--- src/rtl/melody_sequencer.sv ---
// Song-ROM sequencer driving the buzzer tone generator: beat timing,
// inter-note gap, pause freeze, abort and end-of-song done pulse.
module melody_sequencer #(
    parameter int BEAT_CYC = 12_500_000,
    parameter int GAP_CYC  = 1_000_000,
    parameter int SONG_LEN = 32
) (
    input  logic        clk,
    input  logic        rst_n,
    input  logic        start,
    input  logic        pause,
    input  logic        abort,
    output logic [14:0] tone,
    output logic        check,
    output logic        stop,
    output logic [4:0]  note_idx,
    output logic        busy,
    output logic        done
);

    localparam int PLAY_MAX = 15 * BEAT_CYC;
    localparam int CNT_MAX  = (GAP_CYC > PLAY_MAX) ? GAP_CYC : PLAY_MAX;
    localparam int CW       = $clog2(CNT_MAX + 1);

    localparam logic [CW-1:0] BEAT_W   = CW'(BEAT_CYC);
    localparam logic [CW-1:0] GAP_LAST = CW'((GAP_CYC > 0) ? GAP_CYC - 1 : 0);
    localparam logic [4:0]    LAST_IDX = 5'(SONG_LEN - 1);

    typedef enum logic [1:0] {
        S_IDLE,
        S_PLAY,
        S_GAP
    } state_t;

    state_t        r_state;
    logic [4:0]    r_idx;
    logic [CW-1:0] r_cnt;
    logic [14:0]   r_tone;
    logic          r_check;
    logic          r_stop;
    logic          r_busy;
    logic          r_done;

    state_t        w_nxt_state;
    logic [4:0]    w_nxt_idx;
    logic [CW-1:0] w_nxt_cnt;
    logic [14:0]   w_nxt_tone;
    logic          w_nxt_done;
    logic          w_nxt_check;
    logic          w_nxt_stop;
    logic          w_nxt_busy;

    logic [7:0]    w_entry;
    logic [7:0]    w_first;
    logic [7:0]    w_next;
    logic [4:0]    w_nidx;
    logic [CW-1:0] w_play_last;
    logic          w_play_end;
    logic          w_gap_end;
    logic          w_frz;
    logic          w_adv;
    logic          w_fin;

    // Entry = {pitch, dur}; dur of zero marks the end of the song.
    function automatic logic [7:0] rom(input logic [4:0] a);
        case (a)
            5'd0:    rom = 8'h11;
            5'd1:    rom = 8'h21;
            5'd2:    rom = 8'h31;
            5'd3:    rom = 8'h41;
            5'd4:    rom = 8'h51;
            5'd5:    rom = 8'h61;
            5'd6:    rom = 8'h71;
            5'd7:    rom = 8'h81;
            default: rom = 8'h00;
        endcase
    endfunction

    function automatic logic [14:0] pitch_tone(input logic [3:0] p);
        case (p)
            4'd1:    pitch_tone = 15'd7962;
            4'd2:    pitch_tone = 15'd7094;
            4'd3:    pitch_tone = 15'd6319;
            4'd4:    pitch_tone = 15'd5965;
            4'd5:    pitch_tone = 15'd5314;
            4'd6:    pitch_tone = 15'd4734;
            4'd7:    pitch_tone = 15'd4217;
            4'd8:    pitch_tone = 15'd3981;
            4'd9:    pitch_tone = 15'd3546;
            4'd10:   pitch_tone = 15'd3159;
            4'd11:   pitch_tone = 15'd2982;
            4'd12:   pitch_tone = 15'd2656;
            4'd13:   pitch_tone = 15'd2366;
            4'd14:   pitch_tone = 15'd2108;
            default: pitch_tone = 15'd0;
        endcase
    endfunction

    assign w_entry     = rom(r_idx);
    assign w_first     = rom(5'd0);
    assign w_nidx      = r_idx + 5'd1;
    assign w_next      = rom(w_nidx);
    assign w_play_last = CW'(w_entry[3:0]) * BEAT_W - CW'(1);
    assign w_play_end  = (r_cnt == w_play_last);
    assign w_gap_end   = (r_cnt == GAP_LAST);
    assign w_frz       = pause && (r_state != S_IDLE);
    assign w_fin       = (r_idx == LAST_IDX) || (w_next[3:0] == 4'd0);

    assign w_adv = !abort && !w_frz &&
                   (((r_state == S_PLAY) && w_play_end && (GAP_CYC == 0)) ||
                    ((r_state == S_GAP) && w_gap_end));

    always_ff @(posedge clk or negedge rst_n) begin
        if (!rst_n) begin
            r_state <= S_IDLE;
            r_idx   <= '0;
            r_cnt   <= '0;
            r_tone  <= '0;
            r_check <= 1'b0;
            r_stop  <= 1'b1;
            r_busy  <= 1'b0;
            r_done  <= 1'b0;
        end else begin
            r_state <= w_nxt_state;
            r_idx   <= w_nxt_idx;
            r_cnt   <= w_nxt_cnt;
            r_tone  <= w_nxt_tone;
            r_check <= w_nxt_check;
            r_stop  <= w_nxt_stop;
            r_busy  <= w_nxt_busy;
            r_done  <= w_nxt_done;
        end
    end

    always_comb begin
        w_nxt_state = r_state;
        w_nxt_idx   = r_idx;
        w_nxt_cnt   = r_cnt;
        w_nxt_tone  = r_tone;
        w_nxt_done  = 1'b0;
        if (abort) begin
            w_nxt_state = S_IDLE;
            w_nxt_cnt   = '0;
        end else if (!w_frz) begin
            unique case (r_state)
                S_IDLE: begin
                    if (start) begin
                        w_nxt_state = S_PLAY;
                        w_nxt_idx   = '0;
                        w_nxt_cnt   = '0;
                        w_nxt_tone  = pitch_tone(w_first[7:4]);
                    end
                end
                S_PLAY: begin
                    w_nxt_cnt = r_cnt + 1'b1;
                    if (w_play_end) begin
                        w_nxt_state = S_GAP;
                        w_nxt_cnt   = '0;
                    end
                end
                S_GAP: begin
                    w_nxt_cnt = r_cnt + 1'b1;
                end
                default: begin
                    w_nxt_state = S_IDLE;
                    w_nxt_cnt   = '0;
                end
            endcase
            // Advancing overrides the PLAY->GAP step when there is no gap.
            if (w_adv) begin
                w_nxt_cnt = '0;
                if (w_fin) begin
                    w_nxt_state = S_IDLE;
                    w_nxt_done  = 1'b1;
                end else begin
                    w_nxt_state = S_PLAY;
                    w_nxt_idx   = w_nidx;
                    w_nxt_tone  = pitch_tone(w_next[7:4]);
                end
            end
        end
    end

    always_comb begin
        w_nxt_busy  = (w_nxt_state != S_IDLE);
        w_nxt_stop  = (w_nxt_state == S_IDLE) || w_frz;
        w_nxt_check = (w_nxt_state == S_PLAY) && !w_frz &&
                      (w_nxt_tone != 15'd0);
    end

    assign tone     = r_tone;
    assign check    = r_check;
    assign stop     = r_stop;
    assign note_idx = r_idx;
    assign busy     = r_busy;
    assign done     = r_done;

endmodule

--- config.mk ---
export PLATFORM = sky130hd
export DESIGN_NAME = melody_sequencer
export DESIGN_NICKNAME = d
export VERILOG_FILES = /design/src/rtl/melody_sequencer.sv
export SDC_FILE = /design/constraint.sdc
export NUM_CORES = 1
export LEC_CHECK = 0
export ABC_AREA = 0
export CORE_UTILIZATION = 40
export DETAILED_ROUTE_END_ITERATION = 8
export PLACE_DENSITY = 0.61
export SLEW_MARGIN = 25
export SYNTH_ARGS = -nofsm -noshare
export SYNTH_HDL_FRONTEND = slang
export SYNTH_SLANG_ARGS = --single-unit
--- constraint.sdc ---
create_clock -name clk -period 4.2 [get_ports clk]
set_input_delay 0.84 -clock clk [delete_from_list [all_inputs] [get_ports clk]]
set_output_delay 0.84 -clock clk [all_outputs]
set_load 0.01 [all_outputs]
=== Word level (Yosys, flattened, before mapping) ===
Memory sizes are Yosys's and may differ from the RTL's.
Index checks and enable logic that the tools add are counted.

* ROM bits: 448
* Logic and storage cells: 74
* Output and inout bits: 24
* Memories: 3
* Register bits after elaboration: 54

* Multiply operators: 1
* Eq/ne operators: 8
* Bitwise gates (word level): 2
* Mux-type cells: 29
* Add/subtract/negate cells: 3
* Reduce and logical (&&, ||, !) cells: 20

{| class="wikitable"
|+ Memory list
! memory !! words !! bits a word !! read ports !! clocked after memory_dff !! wr ports !! line !! text
|-
| (no name shown) || 16 || 13 || 1 || 0 || 0 || 80 || <nowiki>case (p)</nowiki>
|-
| (no name shown) || 16 || 13 || 1 || 0 || 0 || 80 ||
|-
| (no name shown) || 8 || 4 || 1 || 0 || 0 || 66 || <nowiki>case (a)</nowiki>
|}

{| class="wikitable"
|+ Operators with widths
! operator !! count
|-
| 2-to-1 mux 28 bit || 5
|-
| 2-to-1 mux 15 bit || 6
|-
| one-hot mux 28 bit (3 select lines) || 1
|-
| adder 28 x 1 -> 28 bit (second input constant) || 1
|-
| equality test 28 x 20 -> 1 bit (second input constant) || 1
|-
| equality test 28 bit || 1
|-
| subtractor 28 x 1 -> 28 bit (second input constant) || 1
|-
| multiplier 4 x 19 -> 23 bit (second input constant) || 1
|-
| 2-to-1 mux 5 bit || 4
|-
| nonzero test 15 bit || 1
|-
| 2-to-1 mux 2 bit || 5
|-
| logical NOT 2 bit || 4
|-
| 2-to-1 mux 8 bit || 1
|-
| logical AND 1 bit || 6
|-
| one-hot mux 2 bit (3 select lines) || 1
|-
| adder 5 x 1 -> 5 bit (second input constant) || 1
|-
| equality test 5 bit (second input constant) || 1
|-
| 2-to-1 mux 1 bit || 5
|-
| equality test 2 x 1 -> 1 bit (second input constant) || 2
|-
| logical NOT 4 bit || 1
|-
| 2-to-1 mux 4 bit || 1
|-
| != test 4 bit (second input constant) || 1
|-
| AND reduction 2 bit || 2
|-
| nonzero test 2 bit || 2
|-
| 5 further kinds || 8
|}

=== Logic depth before layout (Yosys ltp) ===
* Depth after elaboration: 13
* Mapped depth: 14
* Gate-level depth less buffers: 14

=== Worst setup path after synthesis ===
Ideal clock, no wire load.

* Path type: register -> register
* Start: register r_idx[1] (netlist: note_idx[1])
* End: register r_check (netlist: check)
* Library setup time: 99 ps
* Path slack: 1000 ps
* Buffers on the path: 0
* Arrival time: 3101 ps
* Clock period less this slack: 3200 ps
* Stages on the path, launching flop included: 13
* Path through: dfrtp_1 ha_1 and3_1 ha_1 a211o_2 nand2_2 nand2_1 ha_1 inv_1 mux4_2 o21ai_0 nor4_1 a311oi_1

* Elaborated cells on any way between the ends: 20

{| class="wikitable"
|+ RTL lines
! element !! line !! text
|-
| from (decl) || 36 || <nowiki>logic [4:0] r_idx;</nowiki>
|-
| from (signal assigned) || 125 || <nowiki>r_idx <= w_nxt_idx;</nowiki>
|-
| branches (longest 5 deep; another with memory read (16 x 13 bit)) || n/a ||
|-
| 2-to-1 mux 15 bit * || 172 || <nowiki>if (w_fin) begin</nowiki>
|-
| 2-to-1 mux 15 bit * || 170 || <nowiki>if (w_adv) begin</nowiki>
|-
| 2-to-1 mux 15 bit * || 144 || <nowiki>end else if (!w_frz) begin</nowiki>
|-
| 2-to-1 mux 15 bit * || 141 || <nowiki>if (abort) begin</nowiki>
|-
| net w_nxt_tone[2] || 47 || <nowiki>logic [14:0] w_nxt_tone;</nowiki>
|-
| nonzero test 15 bit * || 188 || <nowiki>(w_nxt_tone != 15'd0);</nowiki>
|-
| logical AND 1 bit * || 187 || <nowiki>w_nxt_check = (w_nxt_state == S_PLAY) && !w_frz &&</nowiki>
|-
| net w_nxt_check || 49 || <nowiki>logic w_nxt_check;</nowiki>
|-
| to (signal assigned) || 128 || <nowiki>r_check <= w_nxt_check;</nowiki>
|-
| to (decl) || 39 || <nowiki>logic r_check;</nowiki>
|}

Mark *: on every way through the listed nets, which the timed path passes.
A chain may end at the register's enable or synchronous reset.

=== Worst setup path in the final report ===
* Start: register r_idx[0] (netlist: note_idx[0])
* End: register r_check (netlist: check)

* Cells in the longest elaborated chain, start to end: 12
* Elaborated cells on any way between the ends: 20

{| class="wikitable"
|+ RTL lines
! element !! line
|-
| branches (longest 11 deep; another with memory read (16 x 13 bit)) || n/a
|-
| logical AND 1 bit * || 187
|-
| net w_nxt_check || 49
|}

Marks and branches as above.

==> flow_metrics.env <==
export IMPL_post_cts_hold_buffer_count=0
export IMPL_clock_insertion_delay_worst_skew_ns=0.31
export IMPL_route_detailed_drc=0
export IMPL_antenna_cells_inserted=0
export IMPL_share_of_the_cycle_needed_by_the_critical_path_after_routing_pct=89.3
export IMPL_wl_per_cell_um=16.9
export IMPL_final_antenna_net_count=0
export IMPL_final_critical_path_setup_slack_ns=0.451
export IMPL_h_tree_depth=2
export IMPL_cts_post_setup_buffers_inserted=0
export IMPL_worst_setup_hold_path_clk_slew_ns=0.11
export IMPL_synthFlopType="sky130_fd_sc_hd__dfrtp_1"
export IMPL_timing_critical_path_required_ns=4.38
export IMPL_whs_ns=0.526
export IMPL_total_power_uw=1020
export IMPL_final_layout_size_suffix_gt1_share_pct=11.1
export IMPL_most_common_layout_cells="sky130_fd_sc_hd__dfrtp_1 (53), sky130_fd_sc_hd__nand2_1 (41), sky130_fd_sc_hd__a21oi_1 (35)"
export IMPL_timing_clock_skew_ns=0.0114
export IMPL_maximum_number_of_pins_on_one_net_before_global_route_repair=29
export IMPL_cp_start_kind="flip-flop"
export IMPL_achievable_freq_mhz=267
export IMPL_netlist_area_sq_um=3650
export IMPL_worstSetupPathType="flip-flop to flip-flop"
export IMPL_drtIter0Drc=164
export IMPL_grt_pass1_wl_um=15700
export IMPL_max_slew_margin_pct=45.5
export IMPL_p_leak_uw=0.00166
export IMPL_async_reset_ff_share_pct=100
export IMPL_dp_hpwl_um=6740
export IMPL_dp_slack_ns=0.483
export IMPL_globalRouteTotalUtil_pct=20.4
export IMPL_hold_violations=0
export IMPL_drv_cap=0
export IMPL_path_category_of_the_worst_min_delay_check="primary input to async pin"
export IMPL_critPathArrivalTime_ns=3.93
export IMPL_gr_total_overflow=0
export IMPL_fp_coreArea_sq_um=8760
export IMPL_setup_violations_final=0
export IMPL_powerDensity_nw_per_um2=249
export IMPL_cts_tree="yes"
export IMPL_count_of_flip_flops_with_a_built_in_enable_after_synthesis=0
export IMPL_dieWidth_um=97.5
export IMPL_layout_nets=464
export IMPL_setup_total_negative_slack_ns=0
export IMPL_n_fill_cell=839
export IMPL_status="finished, final reports clean"
export IMPL_floorplan_die_area_sq_um=9510
export IMPL_placementRows=34
export IMPL_grt_pass1_vias=3054
export IMPL_ys_seq_elements=54
export IMPL_via_per_inst=5.98
export IMPL_cts_sink_count=54
export IMPL_avgSynthCellArea_sq_um=8.69
export IMPL_yosysWarnings=0
export IMPL_final_core_util_pct=46.6
export IMPL_die_h_um=97.5
export IMPL_timing_worst_slew_pin_value_ns=0.811
export IMPL_synthToLayoutAreaGrowth_pct=11.9
export IMPL_postSynthCellCount=420
export IMPL_port_buffers=28
export IMPL_boundaryPins=29
export IMPL_synth_net_count=443
export IMPL_layout_cells_most_common="sky130_fd_sc_hd__dfrtp_1"
export IMPL_cts_root_buffer="sky130_fd_sc_hd__clkbuf_8"
export IMPL_period_needed_ns=3.75
export IMPL_end_kind="flip-flop"
export IMPL_cts_made_buffers=5
export IMPL_worst_ir_drop_vdd_mv=0.108
export IMPL_gpl_final_weighted_congestion=0.859
export IMPL_report_final_slew_viol_count=0
export IMPL_grt_setup_unrepaired="no"
export IMPL_grt_antenna_before_repair=0
export IMPL_highest_fanout_seen_on_the_critical_path=18
export IMPL_initial_core_util_pct=41.7
export IMPL_max_clock_path_buffers=2
export IMPL_yosysSeqAreaShare_pct=37.0
export IMPL_detailroute_via_count=3287
export IMPL_yosys_cell_types_count=63
export IMPL_drt_pre_antenna_iters=5
export IMPL_postCtsResizedCells=0
export IMPL_totalWireLength_um=9310
-- power by group --
group	switching, uW	leakage [uW]	internal [uW]
sequential	6.00	0.000706	529
combinational	75.9	0.000900	41.5
clock	183	0.0000585	179
total	265	0.00166	750
-- cell usage after synthesis (all sizes together) (9+ instances only) --
cell | instances | area (sq um)
nor4 | 11 | 83.8
clkbuf | 15 | 96.3
nand4 | 9 | 56.3
nand3 | 31 | 155
nor3 | 18 | 90.1
a21oi | 38 | 201
a31oi | 17 | 106
nor2 | 26 | 97.6
dfrtp | 53 | 1330
nand2 | 43 | 166
buf | 9 | 68.8
inv | 12 | 45.0
and3 | 11 | 71.3
ha | 18 | 225
o21ai | 27 | 135
-- per-stage QoR --
stage	std cells	area (sq um)
final	550	4080
after detailed placement	542	3970
after global placement	542	3970
after CTS	550	4080
after global routing	550	4080
after floorplan	420	3650
-- flip-flops by register name, summed over array words and instances (netlist names) --
name,cells
note_idx,5
r_cnt,28
tone,15
busy,1
stop,1
done,1
check,1
r_state,2
-- layout make-up --
type / count / area [sq um] / share of cell area (%)
multi-input cells: 329 / 2080 / 51.0
flip-flops and latches: 54 / 1350 / 33.1
repair buffers: 38 / 350 / 8.58
well taps: 108 / 135 / 3.31
clock buffers: 5 / 68.8 / 1.69
inverters: 13 / 48.8 / 1.19
clock inverters: 3 / 43.8 / 1.07
-- path summary, 6_finish.rpt --
check | end | cells past startpoint | startpoint | slack, ns
max | check | 10 | note_idx[0] | 0.45
min | r_cnt[11] | 1 | rst_n | 0.53
max reg2reg | check | 10 | note_idx[0] | 0.45
min reg2reg | tone[7] | 2 | tone[7] | 0.54
max in group asynchronous | tone[2] | 2 | rst_n | 2.87
min in group clk | tone[7] | 2 | tone[7] | 0.54
-- routing by layer --
layer  up-vias  wire length, um  GRT usage (%)
met5         -                0              0
met4         0              140           5.77
met3        11              328           2.66
met2        69             4060           29.7
met1      1595             4780           31.3
li1       1612                -              -
-- logic make-up after synthesis --
kind of cell | Yosys count | share of synthesized area (%)
and+or+nand+nor | 185 | 27.6
AOI/OAI and AO/OA | 119 | 20.7
DFF | 54 | 37.0
buffers and inverters | 37 | 5.86
adders and majority gates | 18 | 6.17
muxes | 6 | 2.43
xor gates and xnor gates | 1 | 0.240
-- critical path, stage by stage, from the launching register on --
cell	delay (ns)
sky130_fd_sc_hd__dfrtp_1	0.51
sky130_fd_sc_hd__ha_1	0.30
sky130_fd_sc_hd__and3_1	0.20
sky130_fd_sc_hd__ha_1	0.29
sky130_fd_sc_hd__a211o_2	0.34
sky130_fd_sc_hd__a21oi_1	0.34
sky130_fd_sc_hd__and4_1	0.71
sky130_fd_sc_hd__a21boi_2	0.32
sky130_fd_sc_hd__a21oi_1	0.10
sky130_fd_sc_hd__a2111oi_2	0.37
sky130_fd_sc_hd__a311oi_1	0.14
(Power assumes the default switching activity.)
